**src/rtl/id_ex_stage_register.sv**
```systemverilog
`default_nettype none
// ============================================================================
// Module      : id_ex_stage_register
// Description : ID/EX pipeline register for the pipelined MIPS datapath.
//               It captures the decoded control bundle and the decode-stage
//               operands each cycle and presents them to EX. It also detects
//               load-use hazards against the instruction in EX, which stalls
//               PC and IF/ID and inserts a bubble. Taken-branch flushes squash
//               the instruction entering EX.
//
// Ports       :
//   clk                     rising-edge clock
//   reset                   synchronous, active-low reset
//   Flush                   taken branch; squash the instruction entering EX
//   ID_<ctrl>               decode control bits and ALUOp class
//   ID_PC_4 / ID_ReadData1 / ID_ReadData2 / ID_ImmExtend   operands
//   ID_Rs / ID_Rt / ID_Rd   register specifiers
//   EX_*                    registered copies of the ID_* inputs
//   EX_Valid                EX holds a real instruction (0 = bubble)
//   PCWrite / IFID_Write    combinational enables for PC and IF/ID
//   StallCount / FlushCount saturating performance counters
//
// Revision    : 1.0 - initial release
// ============================================================================
module id_ex_stage_register #(
    parameter int DATA_WIDTH     = 32,
    parameter int REG_ADDR_WIDTH = 5,
    parameter int PERF_WIDTH     = 16
) (
    input  logic                      clk,
    input  logic                      reset,
    input  logic                      Flush,

    input  logic                      ID_RegDst,
    input  logic                      ID_ALUSrc,
    input  logic                      ID_MemtoReg,
    input  logic                      ID_RegWrite,
    input  logic                      ID_MemRead,
    input  logic                      ID_MemWrite,
    input  logic                      ID_BranchNE,
    input  logic                      ID_BranchEQ,
    input  logic [2:0]                ID_ALUOp,
    input  logic [DATA_WIDTH-1:0]     ID_PC_4,
    input  logic [DATA_WIDTH-1:0]     ID_ReadData1,
    input  logic [DATA_WIDTH-1:0]     ID_ReadData2,
    input  logic [DATA_WIDTH-1:0]     ID_ImmExtend,
    input  logic [REG_ADDR_WIDTH-1:0] ID_Rs,
    input  logic [REG_ADDR_WIDTH-1:0] ID_Rt,
    input  logic [REG_ADDR_WIDTH-1:0] ID_Rd,

    output logic                      EX_RegDst,
    output logic                      EX_ALUSrc,
    output logic                      EX_MemtoReg,
    output logic                      EX_RegWrite,
    output logic                      EX_MemRead,
    output logic                      EX_MemWrite,
    output logic                      EX_BranchNE,
    output logic                      EX_BranchEQ,
    output logic [2:0]                EX_ALUOp,
    output logic [DATA_WIDTH-1:0]     EX_PC_4,
    output logic [DATA_WIDTH-1:0]     EX_ReadData1,
    output logic [DATA_WIDTH-1:0]     EX_ReadData2,
    output logic [DATA_WIDTH-1:0]     EX_ImmExtend,
    output logic [REG_ADDR_WIDTH-1:0] EX_Rs,
    output logic [REG_ADDR_WIDTH-1:0] EX_Rt,
    output logic [REG_ADDR_WIDTH-1:0] EX_Rd,
    output logic                      EX_Valid,

    output logic                      PCWrite,
    output logic                      IFID_Write,
    output logic [PERF_WIDTH-1:0]     StallCount,
    output logic [PERF_WIDTH-1:0]     FlushCount
);

    localparam logic [PERF_WIDTH-1:0]     c_PERF_ONE = PERF_WIDTH'(1);
    localparam logic [PERF_WIDTH-1:0]     c_PERF_MAX = '1;
    localparam logic [REG_ADDR_WIDTH-1:0] c_REG_ZERO = '0;

    // ------------------------------------------------------------------
    // Pipeline state
    // ------------------------------------------------------------------
    logic                      r_reg_dst;
    logic                      r_alu_src;
    logic                      r_mem_to_reg;
    logic                      r_reg_write;
    logic                      r_mem_read;
    logic                      r_mem_write;
    logic                      r_branch_ne;
    logic                      r_branch_eq;
    logic [2:0]                r_alu_op;
    logic [DATA_WIDTH-1:0]     r_pc_4;
    logic [DATA_WIDTH-1:0]     r_read_data1;
    logic [DATA_WIDTH-1:0]     r_read_data2;
    logic [DATA_WIDTH-1:0]     r_imm_extend;
    logic [REG_ADDR_WIDTH-1:0] r_rs;
    logic [REG_ADDR_WIDTH-1:0] r_rt;
    logic [REG_ADDR_WIDTH-1:0] r_rd;
    logic                      r_valid;
    logic [PERF_WIDTH-1:0]     r_stall_count;
    logic [PERF_WIDTH-1:0]     r_flush_count;

    // ------------------------------------------------------------------
    // Load-use hazard detection
    // ------------------------------------------------------------------
    logic w_uses_rt;
    logic w_rs_match;
    logic w_rt_match;
    logic w_hazard;
    logic w_stall;
    logic w_bubble;

    // Immediate-form ALU ops take their second operand from the immediate,
    // so rt is only a source for R-type instructions and stores.
    assign w_uses_rt  = ~ID_ALUSrc | ID_MemWrite;
    assign w_rs_match = (r_rt == ID_Rs);
    assign w_rt_match = (r_rt == ID_Rt) & w_uses_rt;

    // r0 is hardwired to zero, so a load targeting it can never feed
    // a dependent instruction.
    assign w_hazard = r_valid & r_mem_read & (r_rt != c_REG_ZERO) &
                      (w_rs_match | w_rt_match);

    // A flush takes precedence: the held instruction is being squashed
    // anyway, so the redirect must be allowed to proceed.
    assign w_stall  = w_hazard & ~Flush;
    assign w_bubble = Flush | w_hazard;

    assign PCWrite    = ~w_stall;
    assign IFID_Write = ~w_stall;

    // ------------------------------------------------------------------
    // Register update
    // ------------------------------------------------------------------
    always_ff @(posedge clk) begin
        if (!reset) begin
            r_reg_dst     <= 1'b0;
            r_alu_src     <= 1'b0;
            r_mem_to_reg  <= 1'b0;
            r_reg_write   <= 1'b0;
            r_mem_read    <= 1'b0;
            r_mem_write   <= 1'b0;
            r_branch_ne   <= 1'b0;
            r_branch_eq   <= 1'b0;
            r_alu_op      <= 3'b000;
            r_pc_4        <= '0;
            r_read_data1  <= '0;
            r_read_data2  <= '0;
            r_imm_extend  <= '0;
            r_rs          <= '0;
            r_rt          <= '0;
            r_rd          <= '0;
            r_valid       <= 1'b0;
            r_stall_count <= '0;
            r_flush_count <= '0;
        end else begin
            // Operand and specifier fields always follow decode; a bubble
            // is defined purely by its cleared control bits and valid flag.
            r_pc_4       <= ID_PC_4;
            r_read_data1 <= ID_ReadData1;
            r_read_data2 <= ID_ReadData2;
            r_imm_extend <= ID_ImmExtend;
            r_rs         <= ID_Rs;
            r_rt         <= ID_Rt;
            r_rd         <= ID_Rd;

            if (w_bubble) begin
                r_reg_dst    <= 1'b0;
                r_alu_src    <= 1'b0;
                r_mem_to_reg <= 1'b0;
                r_reg_write  <= 1'b0;
                r_mem_read   <= 1'b0;
                r_mem_write  <= 1'b0;
                r_branch_ne  <= 1'b0;
                r_branch_eq  <= 1'b0;
                r_alu_op     <= 3'b000;
                r_valid      <= 1'b0;
            end else begin
                r_reg_dst    <= ID_RegDst;
                r_alu_src    <= ID_ALUSrc;
                r_mem_to_reg <= ID_MemtoReg;
                r_reg_write  <= ID_RegWrite;
                r_mem_read   <= ID_MemRead;
                r_mem_write  <= ID_MemWrite;
                r_branch_ne  <= ID_BranchNE;
                r_branch_eq  <= ID_BranchEQ;
                r_alu_op     <= ID_ALUOp;
                r_valid      <= 1'b1;
            end

            // Counters stick at all-ones so long runs never alias to small values.
            if (Flush && (r_flush_count != c_PERF_MAX)) begin
                r_flush_count <= r_flush_count + c_PERF_ONE;
            end
            if (w_stall && (r_stall_count != c_PERF_MAX)) begin
                r_stall_count <= r_stall_count + c_PERF_ONE;
            end
        end
    end

    // ------------------------------------------------------------------
    // Output mapping
    // ------------------------------------------------------------------
    assign EX_RegDst    = r_reg_dst;
    assign EX_ALUSrc    = r_alu_src;
    assign EX_MemtoReg  = r_mem_to_reg;
    assign EX_RegWrite  = r_reg_write;
    assign EX_MemRead   = r_mem_read;
    assign EX_MemWrite  = r_mem_write;
    assign EX_BranchNE  = r_branch_ne;
    assign EX_BranchEQ  = r_branch_eq;
    assign EX_ALUOp     = r_alu_op;
    assign EX_PC_4      = r_pc_4;
    assign EX_ReadData1 = r_read_data1;
    assign EX_ReadData2 = r_read_data2;
    assign EX_ImmExtend = r_imm_extend;
    assign EX_Rs        = r_rs;
    assign EX_Rt        = r_rt;
    assign EX_Rd        = r_rd;
    assign EX_Valid     = r_valid;
    assign StallCount   = r_stall_count;
    assign FlushCount   = r_flush_count;

endmodule
`default_nettype wire

```
**config.mk**
```make
export PLATFORM = sky130hd
export DESIGN_NAME = id_ex_stage_register
export DESIGN_NICKNAME = d
export VERILOG_FILES = /design/src/rtl/id_ex_stage_register.sv
export SDC_FILE = /design/constraint.sdc
export NUM_CORES = 1
export LEC_CHECK = 0
export CAP_MARGIN = 30
export CORE_AREA = 3 3 133 135
export DETAILED_ROUTE_END_ITERATION = 8
export DIE_AREA = 0 0 136 138
export PLACE_DENSITY = 0.82
export SYNTH_ARGS = -nofsm -noshare
export SYNTH_HDL_FRONTEND = slang
export SYNTH_SLANG_ARGS = --single-unit
```
**constraint.sdc**
```tcl
create_clock -name clk -period 3.6 [get_ports clk]
set_input_delay 1.08 -clock clk [delete_from_list [all_inputs] [get_ports clk]]
set_output_delay 1.08 -clock clk [all_outputs]
set_load 0.01 [all_outputs]
```
==> flow_summary.json <==
{
  "status": "finished, final reports clean",
  "cpLargestDelayFamily": "buffers and inverters",
  "worst-path-buf-inv": 2,
  "cts_root_buffer": "clkbuf_16",
  "max-cap-violations": 0,
  "start_kind": "input pin",
  "hp-class": "flop to flop",
  "setup_viol": 0,
  "die-area_mm2": 0.0188,
  "syn_to_final_growth_pct": 71.6,
  "cp-startpoint": "ID_Rt[0]",
  "drc": 0,
  "grt_usage_pct": 17.5,
  "drtPass1Iterations": 4,
  "grt_pass1_wl_um": 25900,
  "slew_headroom_pct": 45.6,
  "crit_chain": "clkdlybuf4s50_1 > xnor2_1 > o2111ai_2 > o22ai_2 > nand3b_1 > clkbuf_2",
  "drive_gt1_share_pct": 5.93,
  "syn_area_per_cell_um2": 10.9,
  "clkSlewWorstSetupHoldPaths_ps": 60,
  "max_freq_ghz": 0.286,
  "period_share_pct": 97.0,
  "r2r-start": "EX_Rt[0]",
  "vdd_drop_max_v": 0.000305,
  "antenna_found_initial": 1,
  "die_w_um": 136,
  "synth_top_cell_area_share_pct": 62.5,
  "finalWirelength_um": 17100,
  "cp-end-kind": "output port",
  "grt-ovfl-total": 0,
  "final_antenna_net_count": 0,
  "min_from": "FlushCount[11]",
  "viasPerCell": 4.45,
  "rsz0062_at_grt": "false",
  "wl_met2_um": 8790,
  "cts_buffers": 17,
  "seqPwrFrac_pct": 48.2,
  "num_vias": 5031,
  "period_minus_slack_ps": 3490,
  "cts_sinks": 187,
  "multi_input_area_mm2": 0.00212,
  "top_layer": "met4",
  "met1_length_um": 5990,
  "synth.net_count": 708,
  "grt_pass1_vias": 4984,
  "nNetsFinal": 1058,
  "p_per_area_mw_per_mm2": 442,
  "skew_ps": 8.55,
  "io-pin-count": 346,
  "clkPwrFrac_pct": 40.0,
  "power.switching_mw": 0.997,
  "final.fill_count": 1350,
  "design.core.area_mm2": 0.0166,
  "tightest_slew_ps": 815,
  "critical_path_class": "input pin to output port",
  "rows": 47,
  "synthesis.area_mm2": 0.00599,
  "ctsLongestPathBuffers": 2,
  "seq_area_frac_synth_pct": 62.5,
  "grt_max_degree": 93,
  "start_util_pct": 36.1,
  "wl_met3_um": 1930,
  "ys_ff_latch": 187,
  "combPwrFrac_pct": 11.8,
  "fin_setup_tns_ps": 0,
  "yosys.area.top_type": "dfxtp_1",
  "synth.area.top_cells": "dfxtp_1 63%, and2_1 16%, xnor2_1 2.2%",
  "final-hold-violation-count": 0,
  "maxSlewViolCount": 0,
  "p_int_mw": 3.55,
  "wire_per_inst_um": 15.1,
  "die_h_um": 138,
  "cpPeakStageDelay_ps": 500,
  "clk_latency_ps": 420,
  "synth_cells": 549,
  "p_sw_share_pct": 22.0,
  "drtIter0Drc": 197,
  "ff_latch_area_mm2": 0.00374,
  "cp_max_fo": 2,
  "gp_congestion": 0.806,
  "hpwl_um": 13100,
  "p_leak_nw": 3.87,
  "worstPathArrival_ps": 2410,
  "htree_levels": 4,
  "ys_warn_count": 0,
  "dp_cells": 1097,
  "synth_cell_types": 44,
  "final_cells": 1131,
  "crit_required_ps": 2520,
  "place.port_buffers": 345,
  "cts_tree": "done",
  "cp_slowest_cell": "clkdlybuf4s50_1"
}
==> tightest hold or removal path: stages, from the launching register on <==
cell      delay (ps)
dfxtp_1          330
nand2_1           60
o21bai_1          50
==> layout by cell type, fill, tap and decap left out, drive strengths merged, types with 9 or more instances in the layout <==
| master | Yosys | layout |
|---|---|---|
| a21oi | 14 | 14 |
| and2 | 157 | 157 |
| buf | 6 | 14 |
| clkbuf | 21 | 19 |
| clkdlybuf4s50 | 0 | 342 |
| dfxtp | 187 | 187 |
| inv | 7 | 11 |
| nand2 | 24 | 24 |
| nand3 | 10 | 10 |
| nand4 | 9 | 9 |
| nor2 | 17 | 17 |
| o31ai | 9 | 9 |
| xnor2 | 15 | 15 |
==> area by class of cell <==
class | instances | share of cell area (%)
clock buffers | 17 | 4.14
multi-input cells | 328 | 20.6
flip-flops and latches | 187 | 36.4
repair buffers | 358 | 34.4
clock inverters | 13 | 1.39
diodes | 1 | 0.0244
inverters | 7 | 0.256
well taps | 220 | 2.68
==> layer usage <==
metal | GRT usage [%] | vias to the layer above
met5 | 0 | -
met4 | 6.37 | 0
met3 | 8.83 | 21
met2 | 31.9 | 221
met1 | 16.8 | 2272
li1 | - | 2517
==> metrics by stage <==
stage	instance area [µm²]	hold slack, ps	util (%)	setup WS (ps)	total power [mW]
after floorplan	5990	496	-	509	2.39
after detailed placement	9660	488	58.3	-233	2.77
after global routing	10300	521	61.9	35.2	4.72
after global placement	9660	477	58.3	-176	2.76
after CTS	10200	499	61.7	5.58	4.58
final	10300	491	61.9	109	4.54
==> Yosys cell counts, drive strengths merged <==
cell type  instances
a2111oi            1
a211oi             4
a21oi             14
a41o               1
and2             157
and3               3
and4               2
buf                6
clkbuf            21
dfxtp            187
ha                 2
inv                7
mux2i              3
nand2             24
nand2b             4
nand3             10
nand3b             2
nand4              9
nand4b             1
nor2              17
nor3               2
nor3b              2
nor4               6
o2111ai            2
o211ai             4
o21ai              5
o21bai             2
o22ai              1
o311a              2
o311ai             2
o31ai              9
o32a               1
o41ai              3
or2                1
or3                5
or4                7
xnor2             15
xor2               5
==> kinds of logic after synthesis <==
logic type | Yosys count | share of synthesized area (%)
AOI/OAI and AO/OA | 51 | 6.23
xor gates and xnor gates | 20 | 2.93
adders and majority gates | 2 | 0.418
buffers and inverters | 34 | 2.55
DFF | 187 | 62.5
muxes | 3 | 0.502
and+or+nand+nor | 252 | 24.8
==> sequential cells by signal, summed over array words and instances (netlist names) <==
name	count
EX_BranchEQ	1
FlushCount	16
EX_MemRead	1
EX_Rt	5
EX_ALUOp	3
EX_PC_4	32
EX_Rs	5
EX_MemWrite	1
EX_Rd	5
EX_ReadData2	32
EX_RegDst	1
EX_ReadData1	32
EX_ImmExtend	32
EX_MemtoReg	1
EX_ALUSrc	1
StallCount	16
EX_RegWrite	1
EX_BranchNE	1
EX_Valid	1
==> what timing repair did <==
| item | in CTS | in global routing |
|---|---|---|
| hold buffers | 0 | 0 |
| buffers inserted | 1 | 2 |
| pin swaps | 1 | 2 |
| endpoints found under the hold margin | 0 | 0 |
| gates resized for setup | 2 | 8 |
| setup endpoints to repair | 2 | 2 |
==> final timing paths <==
path,to,slack [ps],depth (start not counted)
hold / removal,FlushCount[11],490,2
setup reg to reg,StallCount[14],1290,7
setup / recovery,IFID_Write,110,6
hold reg to reg,FlushCount[11],490,2
==> power by group through the flow <==
| stage | Sequential [mW] | Combinational [mW] | Clock, mW |
|---|---|---|---|
| floorplan | 2.29 | 0.103 | 0 |
| global placement | 2.24 | 0.526 | 0 |
| detailed placement | 2.24 | 0.533 | 0 |
| CTS | 2.19 | 0.537 | 1.86 |
| global route | 2.20 | 0.574 | 1.95 |
| finish | 2.19 | 0.536 | 1.82 |
(Power assumes the default switching activity.)
